## config.mk

```make
export PLATFORM = sky130hd
export DESIGN_NAME = pong_engine
export DESIGN_NICKNAME = d
export VERILOG_FILES = /design/src/rtl/pong_engine.sv
export SDC_FILE = /design/constraint.sdc
export NUM_CORES = 1
export LEC_CHECK = 0
export BUFFER_PORTS_ARGS = -buffer_cell sky130_fd_sc_hd__buf_2
export CORE_MARGIN = 2
export CORE_UTILIZATION = 34
export CTS_CLUSTER_SIZE = 24
export DETAILED_ROUTE_END_ITERATION = 10
export PLACE_DENSITY_LB_ADDON = 0.08
export SYNTH_ARGS = -nofsm -noshare
export SYNTH_HDL_FRONTEND = slang
export SYNTH_SLANG_ARGS = --single-unit
export TNS_END_PERCENT = 30
```

## constraint.sdc

```tcl
create_clock -name clk_0 -period 4.5 [get_ports clk_0]
set_input_delay 0.675 -clock clk_0 [delete_from_list [all_inputs] [get_ports clk_0]]
set_output_delay 0.675 -clock clk_0 [all_outputs]
set_load 0.02 [all_outputs]
```

## src/rtl/pong_engine.sv

```systemverilog
// pong_engine: game-state engine for a two-player Pong renderer.
// Owns ball position/direction, both paddles, scores and the
// IDLE -> SERVE -> PLAY -> OVER sequence. Every output is a register on clk_0.
module pong_engine #(
  parameter int H_VIDEO      = 640,
  parameter int V_VIDEO      = 480,
  parameter int BALL_SIZE    = 16,
  parameter int PDL_W        = 12,
  parameter int PDL_H        = 96,
  parameter int PDL1_X       = 24,
  parameter int PDL2_X       = 603,
  parameter int CLK_HZ       = 25_175_000,
  parameter int BALL_VEL     = 200,
  parameter int PDL_VEL      = 200,
  parameter int PSC_STEP     = 4096,
  parameter int PSC_MIN      = 41_958,
  parameter int SERVE_CYCLES = 25_175_000,
  parameter int SCORE_W      = 4,
  parameter int WIN_SCORE    = 9
) (
  input  logic               clk_0,
  input  logic               rst,
  input  logic               start,
  input  logic               up_p1,
  input  logic               down_p1,
  input  logic               up_p2,
  input  logic               down_p2,
  output logic [9:0]         ball_x,
  output logic [9:0]         ball_y,
  output logic [9:0]         pdl1_y,
  output logic [9:0]         pdl2_y,
  output logic [SCORE_W-1:0] score1,
  output logic [SCORE_W-1:0] score2,
  output logic [1:0]         state,
  output logic               winner,
  output logic               point_p1,
  output logic               point_p2,
  output logic               hit
);

  localparam int BALL_PSC0 = CLK_HZ / BALL_VEL;
  localparam int PDL_PSC   = CLK_HZ / PDL_VEL;
  // One counter serves both the serve pause and the ball step prescaler.
  localparam int CNT_MAX   = (BALL_PSC0 > SERVE_CYCLES) ? BALL_PSC0 : SERVE_CYCLES;
  localparam int CW        = $clog2(CNT_MAX + 1);
  localparam int PW        = $clog2(PDL_PSC + 1);

  localparam logic [9:0]  BX0    = 10'((H_VIDEO - BALL_SIZE) / 2);
  localparam logic [9:0]  BY0    = 10'((V_VIDEO - BALL_SIZE) / 2);
  localparam logic [9:0]  PY0    = 10'((V_VIDEO - PDL_H) / 2);
  localparam logic [9:0]  X_MAX  = 10'(H_VIDEO - BALL_SIZE);
  localparam logic [9:0]  Y_MAX  = 10'(V_VIDEO - BALL_SIZE);
  localparam logic [9:0]  PY_MAX = 10'(V_VIDEO - PDL_H);
  localparam logic [9:0]  HIT1_X = 10'(PDL1_X + PDL_W);
  localparam logic [10:0] HIT2_X = 11'(PDL2_X);

  localparam logic [CW-1:0]      PSC0       = CW'(BALL_PSC0);
  localparam logic [CW-1:0]      PSC_FLOOR  = CW'(PSC_MIN);
  localparam logic [CW-1:0]      PSC_DEC    = CW'(PSC_STEP);
  localparam logic [CW-1:0]      SERVE_LAST = CW'(SERVE_CYCLES - 1);
  localparam logic [PW-1:0]      PDL_LAST   = PW'(PDL_PSC - 1);
  localparam logic [SCORE_W-1:0] SCORE_MAX  = {SCORE_W{1'b1}};
  localparam logic [SCORE_W-1:0] SCORE_WIN  = SCORE_W'(WIN_SCORE);

  typedef enum logic [1:0] {IDLE = 2'd0, SERVE = 2'd1, PLAY = 2'd2, OVER = 2'd3} state_t;

  state_t              st_q, st_n;
  logic [CW-1:0]       cnt_q, cnt_n, psc_q, psc_n;
  logic                xdir_q, xdir_n;   // 1 = moving right
  logic                ydir_q, ydir_n;   // 1 = moving down
  logic [9:0]          bx_n, by_n;
  logic [SCORE_W-1:0]  s1_n, s2_n, s1_inc, s2_inc;
  logic                win_n, pp1_n, pp2_n, hit_n;
  logic [10:0]         by_w, p1_w, p2_w, bx_right;
  logic                ovl1, ovl2, ball_tick;
  logic [PW-1:0]       pc1_q, pc2_q;
  logic                mv1, mv2;

  assign state = st_q;

  // Widen to 11 bits so the paddle/ball sums can never wrap.
  assign by_w     = {1'b0, ball_y};
  assign p1_w     = {1'b0, pdl1_y};
  assign p2_w     = {1'b0, pdl2_y};
  assign bx_right = {1'b0, ball_x} + 11'(BALL_SIZE);
  assign ovl1     = (by_w + 11'(BALL_SIZE) > p1_w) && (by_w < p1_w + 11'(PDL_H));
  assign ovl2     = (by_w + 11'(BALL_SIZE) > p2_w) && (by_w < p2_w + 11'(PDL_H));

  assign ball_tick = (cnt_q == psc_q - CW'(1));
  assign s1_inc    = (score1 == SCORE_MAX) ? score1 : score1 + SCORE_W'(1);
  assign s2_inc    = (score2 == SCORE_MAX) ? score2 : score2 + SCORE_W'(1);

  // Game state register.
  // NOTE: registers use non-blocking (<=) so every flop updates from pre-edge values.
  always_ff @(posedge clk_0) begin
    if (rst) st_q <= IDLE;
    else     st_q <= st_n;
  end

  // Next-state, ball step, scoring and event pulses.
  // NOTE: every signal driven here gets a default first, so no path can infer a latch.
  always_comb begin
    st_n   = st_q;
    cnt_n  = cnt_q;
    psc_n  = psc_q;
    xdir_n = xdir_q;
    ydir_n = ydir_q;
    bx_n   = ball_x;
    by_n   = ball_y;
    s1_n   = score1;
    s2_n   = score2;
    win_n  = winner;
    pp1_n  = 1'b0;
    pp2_n  = 1'b0;
    hit_n  = 1'b0;
    case (st_q)
      IDLE, OVER: begin
        bx_n = BX0;
        by_n = BY0;
        if (start) begin
          s1_n   = '0;
          s2_n   = '0;
          xdir_n = 1'b0;
          cnt_n  = '0;
          st_n   = SERVE;
        end
      end
      SERVE: begin
        bx_n   = BX0;
        by_n   = BY0;
        ydir_n = 1'b0;
        if (cnt_q == SERVE_LAST) begin
          cnt_n = '0;
          st_n  = PLAY;
        end else begin
          cnt_n = cnt_q + CW'(1);
        end
      end
      PLAY: begin
        if (!ball_tick) begin
          cnt_n = cnt_q + CW'(1);
        end else begin
          cnt_n = '0;
          // Vertical: bounce off top/bottom walls.
          if (ydir_q && ball_y == Y_MAX) begin
            ydir_n = 1'b0;
            by_n   = ball_y - 10'd1;
          end else if (!ydir_q && ball_y == 10'd0) begin
            ydir_n = 1'b1;
            by_n   = ball_y + 10'd1;
          end else begin
            by_n = ydir_q ? ball_y + 10'd1 : ball_y - 10'd1;
          end
          // Horizontal: paddle hits win over goals.
          if (!xdir_q && ball_x == HIT1_X && ovl1) begin
            xdir_n = 1'b1;
            bx_n   = ball_x + 10'd1;
            hit_n  = 1'b1;
            psc_n  = (int'(psc_q) < PSC_MIN + PSC_STEP) ? PSC_FLOOR : psc_q - PSC_DEC;
          end else if (xdir_q && bx_right == HIT2_X && ovl2) begin
            xdir_n = 1'b0;
            bx_n   = ball_x - 10'd1;
            hit_n  = 1'b1;
            psc_n  = (int'(psc_q) < PSC_MIN + PSC_STEP) ? PSC_FLOOR : psc_q - PSC_DEC;
          end else if (!xdir_q && ball_x == 10'd0) begin
            // P2 scores; next serve heads back toward P1.
            pp2_n  = 1'b1;
            s2_n   = s2_inc;
            bx_n   = BX0;
            by_n   = BY0;
            psc_n  = PSC0;
            xdir_n = 1'b0;
            if (s2_inc == SCORE_WIN) begin
              st_n  = OVER;
              win_n = 1'b1;
            end else begin
              st_n = SERVE;
            end
          end else if (xdir_q && ball_x == X_MAX) begin
            // P1 scores; next serve heads toward P2.
            pp1_n  = 1'b1;
            s1_n   = s1_inc;
            bx_n   = BX0;
            by_n   = BY0;
            psc_n  = PSC0;
            xdir_n = 1'b1;
            if (s1_inc == SCORE_WIN) begin
              st_n  = OVER;
              win_n = 1'b0;
            end else begin
              st_n = SERVE;
            end
          end else begin
            bx_n = xdir_q ? ball_x + 10'd1 : ball_x - 10'd1;
          end
        end
      end
      default: st_n = IDLE;
    endcase
  end

  // Ball, prescaler, scores and pulse registers.
  always_ff @(posedge clk_0) begin
    if (rst) begin
      ball_x   <= BX0;
      ball_y   <= BY0;
      cnt_q    <= '0;
      psc_q    <= PSC0;
      xdir_q   <= 1'b0;
      ydir_q   <= 1'b0;
      score1   <= '0;
      score2   <= '0;
      winner   <= 1'b0;
      point_p1 <= 1'b0;
      point_p2 <= 1'b0;
      hit      <= 1'b0;
    end else begin
      ball_x   <= bx_n;
      ball_y   <= by_n;
      cnt_q    <= cnt_n;
      psc_q    <= psc_n;
      xdir_q   <= xdir_n;
      ydir_q   <= ydir_n;
      score1   <= s1_n;
      score2   <= s2_n;
      winner   <= win_n;
      point_p1 <= pp1_n;
      point_p2 <= pp2_n;
      hit      <= hit_n;
    end
  end

  // One clamped pixel step; up_b is the active-low up button of the pair.
  function automatic logic [9:0] pdl_next(input logic [9:0] y, input logic up_b);
    if (!up_b) return (y == 10'd0) ? y : y - 10'd1;
    else       return (y >= PY_MAX) ? y : y + 10'd1;
  endfunction

  // Exactly one button of a pair held low moves that paddle.
  assign mv1 = up_p1 ^ down_p1;
  assign mv2 = up_p2 ^ down_p2;

  // Paddle prescalers and positions; paddles move in every game state.
  always_ff @(posedge clk_0) begin
    if (rst) begin
      pdl1_y <= PY0;
      pdl2_y <= PY0;
      pc1_q  <= '0;
      pc2_q  <= '0;
    end else begin
      if (!mv1) begin
        pc1_q <= '0;
      end else if (pc1_q == PDL_LAST) begin
        pc1_q  <= '0;
        pdl1_y <= pdl_next(pdl1_y, up_p1);
      end else begin
        pc1_q <= pc1_q + PW'(1);
      end
      if (!mv2) begin
        pc2_q <= '0;
      end else if (pc2_q == PDL_LAST) begin
        pc2_q  <= '0;
        pdl2_y <= pdl_next(pdl2_y, up_p2);
      end else begin
        pc2_q <= pc2_q + PW'(1);
      end
    end
  end

endmodule

```

### Word level (Yosys, flattened, before mapping)

Cells that the tools add are included.

| storage, ports and cells | value |
|---|---|
| word-level logic and storage cells | 194 |
| register bits | 140 |

| cells by class | value |
|---|---|
| muxes and demuxes | 74 |
| bitwise gates (word level) | 8 |
| eq/ne operators | 31 |
| add/subtract/negate cells | 19 |
| reductions and logical operators | 38 |
| $lt $le $gt $ge | 7 |

Operators with widths:

| operator | count |
|---|---|
| $mux W10 | 20 |
| $mux W25 | 8 |
| $pmux W25 S3 | 1 |
| $mux W4 | 12 |
| $add A10 B1 Y10 const B | 4 |
| $logic_not A10 Y1 | 4 |
| $pmux W10 S2 | 2 |
| $sub A10 B1 Y10 const B | 4 |
| $add A17 B1 Y17 const B | 2 |
| $eq A17 B17 Y1 const B | 2 |
| $add A25 B1 Y25 const B | 1 |
| $eq A25 B25 Y1 | 1 |
| $eq A25 B25 Y1 const B | 1 |
| $lt A25 B16 Y1 const B | 1 |
| $sub A25 B1 Y25 const B | 1 |
| $sub A25 B13 Y25 const B | 1 |
| $ne A2 B2 Y1 const B | 12 |
| $add A10 B5 Y11 const B | 2 |
| $add A10 B7 Y11 const B | 2 |
| $gt A11 B10 Y1 | 2 |
| $lt A10 B11 Y1 | 2 |
| $ge A10 B9 Y1 const B | 2 |
| $mux W2 | 9 |
| $mux W1 | 17 |
| 29 further kinds | 64 |

### Depth between registers and ports, before layout

Gate-level depths: netlist (run 1).

| depth | value |
|---|---|
| depth after elaboration | 10 |
| depth in mapped cells | 14 |
| gate-level depth less buffers | 12 |

### Worst setup path after synthesis (run 1)

No wires, ideal clock.

| timing | value |
|---|---|
| path kind | reg2reg |
| start point | register ball_y[6] |
| end point | register ball_x[3] |
| stages on the path, launching flop included | 14 |
| required time | 4383 ps |
| setup slack | 877 ps |
| arrival | 3506 ps |
| buffers on the path | 1 |
| clock period less this slack | 3623 ps |
| library setup time | 117 ps |
| cell sequence | dfxtp_1 -> clkbuf_1 -> and3_1 -> nand3_1 -> xnor2_1 -> ha_1 -> and3_1 -> nand4_1 -> a21oi_1 -> o2111ai_1 -> o31ai_1 -> nand2_1 -> a211o_1 -> a22o_1 |

| between the ends | value |
|---|---|
| longest elaborated chain between the ends | 8 |
| elaborated cells on any way between the ends | 13 |

Ends and longest elaborated chain:

| element | RTL line | text |
|---|---|---|
| start: declaration | 29 | `output logic [9:0] ball_y,` |
| start signal: assignment | 219 | `ball_y <= by_n;` |
| $add A10 B5 Y11 | 86, 87 |  |
| $gt A11 B10 Y1 | 87 | `assign ovl2 = (by_w + 11'(BALL_SIZE) > p2_w) && (by_w < p2_w + 11'(PDL_H));` |
| $logic_and A1 B1 Y1 | 87 |  |
| $logic_and A1 B1 Y1 | 160 | `end else if (xdir_q && bx_right == HIT2_X && ovl2) begin` |
| $mux W10 | 160 |  |
| $mux W10 (*) | 155 | `if (!xdir_q && ball_x == HIT1_X && ovl1) begin` |
| $mux W10 (*) | 140 | `if (!ball_tick) begin` |
| $pmux W10 S2 (*) | 116 | `case (st_q)` |
| end signal: assignment | 218 | `ball_x <= bx_n;` |
| end: declaration | 28 | `output logic [9:0] ball_x,` |

Mark *: on every way between the ends. The rest lies on a longest branch, timed or not. The select of a mux whose other input is x is not followed.
A chain may end at the register's enable or synchronous reset.

### Final worst setup path (run 1)

| timing | value |
|---|---|
| start point | register ball_y[6] |
| end point | register psc_q[3] |

| between the ends | value |
|---|---|
| longest elaborated chain between the ends | 6 |
| elaborated cells on any way between the ends | 13 |

Ends and longest elaborated chain:

| element | RTL line | text |
|---|---|---|
| $add A10 B5 Y11 | 86, 87 |  |
| $gt A11 B10 Y1 (on tied branches) | 86, 87 |  |
| $logic_and A1 B1 Y1 (on tied branches) | 86, 87 |  |
| $logic_and A1 B1 Y1 (on tied branches) | 155, 160 |  |
| $reduce_bool A4 Y1 (no line) / $mux W25 (equally long branches) | n/a |  |
| $reduce_and A3 Y1 (no line) / $mux W25 (equally long branches) | n/a |  |
| end signal: assignment | 221 | `psc_q <= psc_n;` |
| end: declaration | 68 | `logic [CW-1:0] cnt_q, cnt_n, psc_q, psc_n;` |

Parallel ways exist; a longest one is shown, timed or not.

==> results.sh, run 1 <==
export IMPL_syn_area_per_cell_um2=7.99
export IMPL_fin_skew_ps=12.2
export IMPL_synth_xor_area_share=0.0802
export IMPL_syn_instance_count=1244
export IMPL_powerDensity_nw_per_um2=252
export IMPL_synth_area_um2=9930
export IMPL_arrival_ps=4320
export IMPL_clkTransAtPathRegs_ps=70
export IMPL_place_ws_ps=478
export IMPL_yosysSeqAreaShare=0.282
export IMPL_required_ps=4820
export IMPL_vias=9318
export IMPL_area_growth_pct=13.3
export IMPL_port_buffers=60
export IMPL_clk_latency_ps=430
export IMPL_cp_cell_sequence="and3_1 -> nand3_1 -> xnor2_1 -> ha_1 -> and3_1 -> nand4_1 -> or3_1 -> o2111ai_1 -> or3_1 -> and3_1 -> buf_4 -> nand3b_1 -> and3_1"
export IMPL_r2r_cells=13
export IMPL_clock_sinks=140
export IMPL_cts_tree="done"
export IMPL_crit_type="reg -> reg"
export IMPL_synth_ff_type="dfxtp_1"
export IMPL_ios=61
export IMPL_post_route_min_period_ps=4000
export IMPL_nets=1376
export IMPL_die_area_um2=30600
export IMPL_max_cap_violations=0
export IMPL_row_count=62
export IMPL_status="completed"
export IMPL_synth_nets=1325
export IMPL_ctsHoldBuffers=0
export IMPL_finalWorstSetupSlack_ps=496
export IMPL_postLayoutCoreUtil=0.392
export IMPL_overflow=0
export IMPL_antenna_found_initial=0
export IMPL_hold_class="reg -> reg"
export IMPL_holdPathEnd="pc1_q[0]"
export IMPL_stdcell_area_um2=11300
export IMPL_drive_above_1_share=0.116
export IMPL_cpPeakStageDelay_ps=590
export IMPL_rsz0062_at_grt="false"
export IMPL_critical_path_buf_inv_count=1
export IMPL_drt_antenna_violating_nets=0
export IMPL_period_share=0.890
export IMPL_hp_start="pc1_q[0]"
export IMPL_die_width_um=175
export IMPL_setup_viol=0
export IMPL_synth_fa_ha_area_frac=0.0947
export IMPL_muxShareOfSynthArea=0.0212
export IMPL_viasPerCell=5.52
export IMPL_drcViolationCount=0
export IMPL_cts_setup_buffers=0
export IMPL_reg2reg_setup_slack_ps=500
export IMPL_tightest_slew_ps=1000
export IMPL_setup_tns_ps=0
export IMPL_root_buffer="clkbuf_16"
export IMPL_grtUsageTotal=0.195
export IMPL_synth_top_family_by_area="simple AND/OR/NAND/NOR gates"
export IMPL_dp_hpwl_mm=21.6
export IMPL_timing_rr_start="ball_y[6]"
export IMPL_r2r_end="psc_q[3]"
export IMPL_synth_cell_types=77
export IMPL_cpMostUsedCell="and3_1"
export IMPL_core_area_um2=28700
export IMPL_die_h_um=175
export IMPL_cp_depth=13
export IMPL_ys_warn_count=0
export IMPL_crit_family="simple AND/OR/NAND/NOR gates"
export IMPL_synth_edf_count=0
export IMPL_nFillCells=3051
export IMPL_clockBufferDepth=2
export IMPL_first_iter_violations=606
export IMPL_min_path_cells=1
export IMPL_routed_wl_mm=29.3
export IMPL_drt_pass1_iterations=5
export IMPL_worst_setup_path_start_kind="flip-flop"
export IMPL_cts_resized_gates=0
export IMPL_hold_violations=0
export IMPL_yosys_area_share_simple=0.282
export IMPL_vdd_drop_max_v=0.000179
export IMPL_path_max_fanout=13
export IMPL_drv_slew=0
export IMPL_end_kind="flip-flop"
export IMPL_avgRoutedWirePerCell_um=17.4
export IMPL_async_flop_share=0
export IMPL_gp_congestion=0.816
export IMPL_grt_pass1_vias=8858
export IMPL_synth_seq_cells=140
export IMPL_power_leakage_nw=4.27
export IMPL_grt_max_degree=41
export IMPL_synth_compound_area_frac=0.191
export IMPL_ctsHtreeMaxLevel=4
export IMPL_slew_headroom=0.331
export IMPL_diodes=0
export IMPL_start_util=0.346
export IMPL_cp_slowest_cell="dfxtp_1"
export IMPL_whs_ps=468
export IMPL_post_dp_cell_area_um2=10700
export IMPL_cts_buffers=17
export IMPL_grt_pass1_wl_mm=48.4
export IMPL_fmax_ghz=0.250
[metrics by stage]
stage / power, mW / std cells
after floorplan: 1.44 / 1244
after global placement: 1.51 / 1660
after detailed placement: 1.51 / 1660
after CTS: 2.88 / 1689
after global routing: 2.96 / 1689
final: 2.84 / 1689
[cell usage after synthesis, drive strengths merged (5+ instances only)]
cell,n,share of area
o21bai,8,0.0060
and2,7,0.0044
a31o,7,0.0062
dfxtp,140,0.28
o211ai,12,0.0091
nor4,23,0.018
a31oi,36,0.023
o31ai,16,0.012
or2,5,0.0031
nor3b,6,0.0045
nand2b,18,0.011
nand3b,7,0.0053
o32ai,7,0.0062
mux2,8,0.0091
nand3,55,0.028
and3,33,0.021
inv,71,0.027
nand2,76,0.029
clkbuf,45,0.017
nor2b,13,0.0082
nor2,125,0.047
a21oi,63,0.032
or4,22,0.017
nor3,41,0.021
o21ai,30,0.015
nor4b,10,0.0094
xor2,44,0.039
a311oi,5,0.0044
a21o,15,0.011
mux2i,12,0.012
xnor2,47,0.041
buf,10,0.0047
nand4,35,0.022
or3,23,0.015
ha,72,0.091
and4,6,0.0053
a211oi,16,0.012
a22o,13,0.011
[state kept, by name, indices dropped and copies added (netlist names), 2 cells and up]
register and flops:
cnt_q 25, state 2, pdl2_y 10, pc2_q 17, score1 4, ball_y 10, pc1_q 17, pdl1_y 10
score2 4, ball_x 10, psc_q 25
[layout make-up]
class                      count  area [um2]  area share
clock buffer                  19         453      0.0402
inverter                      71         267      0.0237
multi-input combinational    978        6660       0.591
tap                          384         480      0.0427
timing repair buffer          87         503      0.0447
sequential                   140        2800       0.249
clock inverter                10        93.8     0.00834
[power by group]
group	internal [mW]	leakage [nW]	switching [mW]
registers	1.25	1.13	0.0131
logic	0.0713	2.88	0.148
clock network	0.781	0.263	0.574
[logic make-up after synthesis]
logic type / Yosys count
compound gates: 274
xor+xnor: 91
fa+ha+maj: 74
buf+inv: 126
flops: 140
mux: 20
simple gates: 519
[per-layer routing]
metal  GRT usage  wire length [um]  vias to the layer above  part of all wire
met5           0                 0                        -                 0
met4      0.0486               311                        0             0.011
met3      0.0311               868                       17             0.030
met2       0.310             13500                      144              0.46
met1       0.276             14700                     4464              0.50
li1            -                 -                     4693                 -
[how the worst max path moves through the flow]
stage / slack (ps) / endpoint / startpoint
finish: 500 / psc_q[3] / ball_y[6]
global route: 70 / psc_q[3] / ball_y[6]
CTS: 450 / psc_q[10] / ball_y[6]
detailed placement: 480 / psc_q[10] / ball_y[6]
global placement: 440 / psc_q[3] / ball_y[6]
floorplan: 880 / ball_x[3] / ball_y[6]
[cells in the final DEF (no fill, tap or decap), types with 8 or more instances in the layout]
master,count
o211ai_1,12
xnor2_1,47
nor4b_1,9
clkbuf_16,17
nand3_1,54
and3_1,33
nand2_1,76
a21o_1,15
nand4_1,35
o21bai_1,8
a22o_1,13
inv_1,71
nor3_1,40
buf_2,60
or4_1,20
a211oi_1,16
xor2_1,44
a31oi_1,36
nor2b_1,13
ha_1,72
nor2_1,125
o21ai_0,28
buf_4,27
nand2b_1,18
dfxtp_1,140
o31ai_1,16
or3_1,22
a21oi_1,62
mux2i_1,12
nor4_1,21
(Power assumes the default switching activity.)
==> run 2: changes to the inputs <==
- PLACE_DENSITY: unset -> 0.51
- PLACE_DENSITY_LB_ADDON: 0.08 -> unset
==> run 2 against run 1 <==
Against the previous run: largest cell class unchanged; clock skew barely moved; sequential power is essentially flat; first-iteration DRC count down 14%; register-to-register slack got worse by 160 ps; utilization fell by 0.11 points; non-clock buffer count down 5; cell area shrank 0.29%; maximum frequency down 3.8%; sequential share of layout area up 0.072 points; count of clock-buffer cells in the layout down 1; cell count shrank 0.12%.
==> results.sh, run 2 (synthesis gave the netlist of run 1 again) <==
export IMPL_overflow=0
export IMPL_hold_class="reg -> reg"
export IMPL_clk_latency_ps=440
export IMPL_seq_area_um2=2800
export IMPL_diodes=0
export IMPL_grt_pass1_wl_mm=47.9
export IMPL_die_width_um=175
export IMPL_cts_buffers=17
export IMPL_seqPwrFrac=0.446
export IMPL_hp_start="pc1_q[0]"
export IMPL_routed_wl_mm=28.7
export IMPL_vias=9364
export IMPL_setup_tns_ps=0
export IMPL_powerDensity_nw_per_um2=252
export IMPL_drt_pass1_iterations=5
export IMPL_hold_violations=0
export IMPL_timing_rr_start="ball_y[6]"
export IMPL_cts_setup_buffers=0
export IMPL_drcViolationCount=0
export IMPL_antenna_found_initial=0
export IMPL_area_growth_pct=13.0
export IMPL_clkPwrFrac=0.478
export IMPL_drt_antenna_violating_nets=0
export IMPL_grtUsageTotal=0.192
export IMPL_rsz0062_at_grt="false"
export IMPL_status="completed"
export IMPL_clockBufferDepth=2
export IMPL_startpoint="ball_y[6]"
export IMPL_cts_resized_gates=0
export IMPL_setup_viol=0
export IMPL_max_cap_violations=0
export IMPL_power_switching_mw=0.752
export IMPL_r2r_end="xdir_q"
export IMPL_start_util=0.346
export IMPL_ctsHtreeMaxLevel=4
export IMPL_first_iter_violations=519
export IMPL_power_leakage_nw=4.25
export IMPL_row_count=62
export IMPL_reg2reg_setup_slack_ps=340
export IMPL_end_kind="flip-flop"
export IMPL_cts_tree="done"
export IMPL_mostFrequentLayoutCells="140 x dfxtp_1, 125 x nor2_1, 76 x nand2_1"
export IMPL_period_share=0.925
export IMPL_avgRoutedWirePerCell_um=17.0
export IMPL_vdd_drop_max_v=0.000212
export IMPL_grt_max_degree=43
export IMPL_nets=1371
export IMPL_die_area_um2=30600
export IMPL_gp_congestion=0.825
export IMPL_clock_sinks=140
export IMPL_path_max_fanout=14
export IMPL_min_path_cells=1
export IMPL_fin_skew_ps=11.9
export IMPL_final_cells=1687
export IMPL_fmax_ghz=0.240
export IMPL_port_buffers=60
export IMPL_slew_headroom=0.220
export IMPL_netSwitchingFraction=0.266
export IMPL_nFillCells=3038
export IMPL_drv_slew=0
export IMPL_multi_input_area_um2=6660
export IMPL_core_area_um2=28700
export IMPL_crit_type="reg -> reg"
export IMPL_root_buffer="clkbuf_16"
export IMPL_largestRegisters="cnt_q: 25 flops, psc_q: 25 flops"
export IMPL_viasPerCell=5.55
export IMPL_ios=61
export IMPL_grt_pass1_vias=9039
export IMPL_dp_cells=1655
export IMPL_ctsHoldBuffers=0
export IMPL_p_int_mw=2.08
export IMPL_comb_power_share=0.076
export IMPL_die_h_um=175
export IMPL_required_ps=4810
export IMPL_clkTransAtPathRegs_ps=60
export IMPL_drive_above_1_share=0.114
export IMPL_whs_ps=471
export IMPL_post_route_min_period_ps=4160
export IMPL_endpoint="xdir_q"
export IMPL_worst_setup_path_start_kind="flip-flop"
export IMPL_dp_hpwl_mm=21.2
export IMPL_final_common_cell="dfxtp_1"
export IMPL_tightest_slew_ps=1160
export IMPL_arrival_ps=4480
export IMPL_r2r_cells=12
## run 2: changes by cell type in the layout (fill, tap and decap cells not counted)
cell	change
clkbuf_8	-2
clkinv_4	+3
clkinv_2	+2
clkbuf_1	+1
buf_4	-5
clkinvlp_4	-1
## run 2: how the worst min path moves through the flow
stage / end
final: pc1_q[0]
after global routing: pc1_q[0]
after CTS: pc1_q[0]
after detailed placement: pc1_q[0]
after global placement: pc1_q[0]
after floorplan: pc1_q[0]
## run 2: area by class of cell
cell class / count / share of cell area
Clock buffer: 18 / 0.0382
Clock inverter: 14 / 0.0109
Inverter: 71 / 0.0237
Multi-Input combinational cell: 978 / 0.593
Sequential cell: 140 / 0.250
Tap cell: 384 / 0.0428
Timing Repair Buffer: 82 / 0.0415
## run 2: through the flow
step                      utilization  power, mW  setup WS (ps)  area, um2
after floorplan                     -       1.44            877       9930
after global routing            0.391       2.94           70.7      11200
after detailed placement        0.372       1.50            341      10700
after global placement          0.372       1.50            334      10700
after CTS                       0.391       2.87            302      11200
final                           0.391       2.83            338      11200
## run 2: power by group through the flow
stage	logic [mW]	clock network [mW]	registers (mW)
finish	0.216	1.35	1.26
global route	0.240	1.44	1.26
CTS	0.215	1.39	1.26
detailed placement	0.214	0	1.29
global placement	0.213	0	1.29
floorplan	0.154	0	1.29
## run 2: metal layers
metal  routed length (um)  global-route usage  vias to the layer above
met5                    0                   0                        -
met4                  481              0.0611                        0
met3                 1110              0.0309                       36
met2                13100               0.313                      200
met1                14100               0.258                     4430
li1                     -                   -                     4698
## run 2: worst max-delay path: stages, from the launching register on
cell and delay (ps):
dfxtp_1 610, inv_1 170, nor3_1 350, xnor2_1 230
ha_1 300, and4_1 230, o21a_1 140, a2111o_1 460
o211ai_1 270, and3_1 220, buf_4 190, nand2b_1 480
mux2_2 400
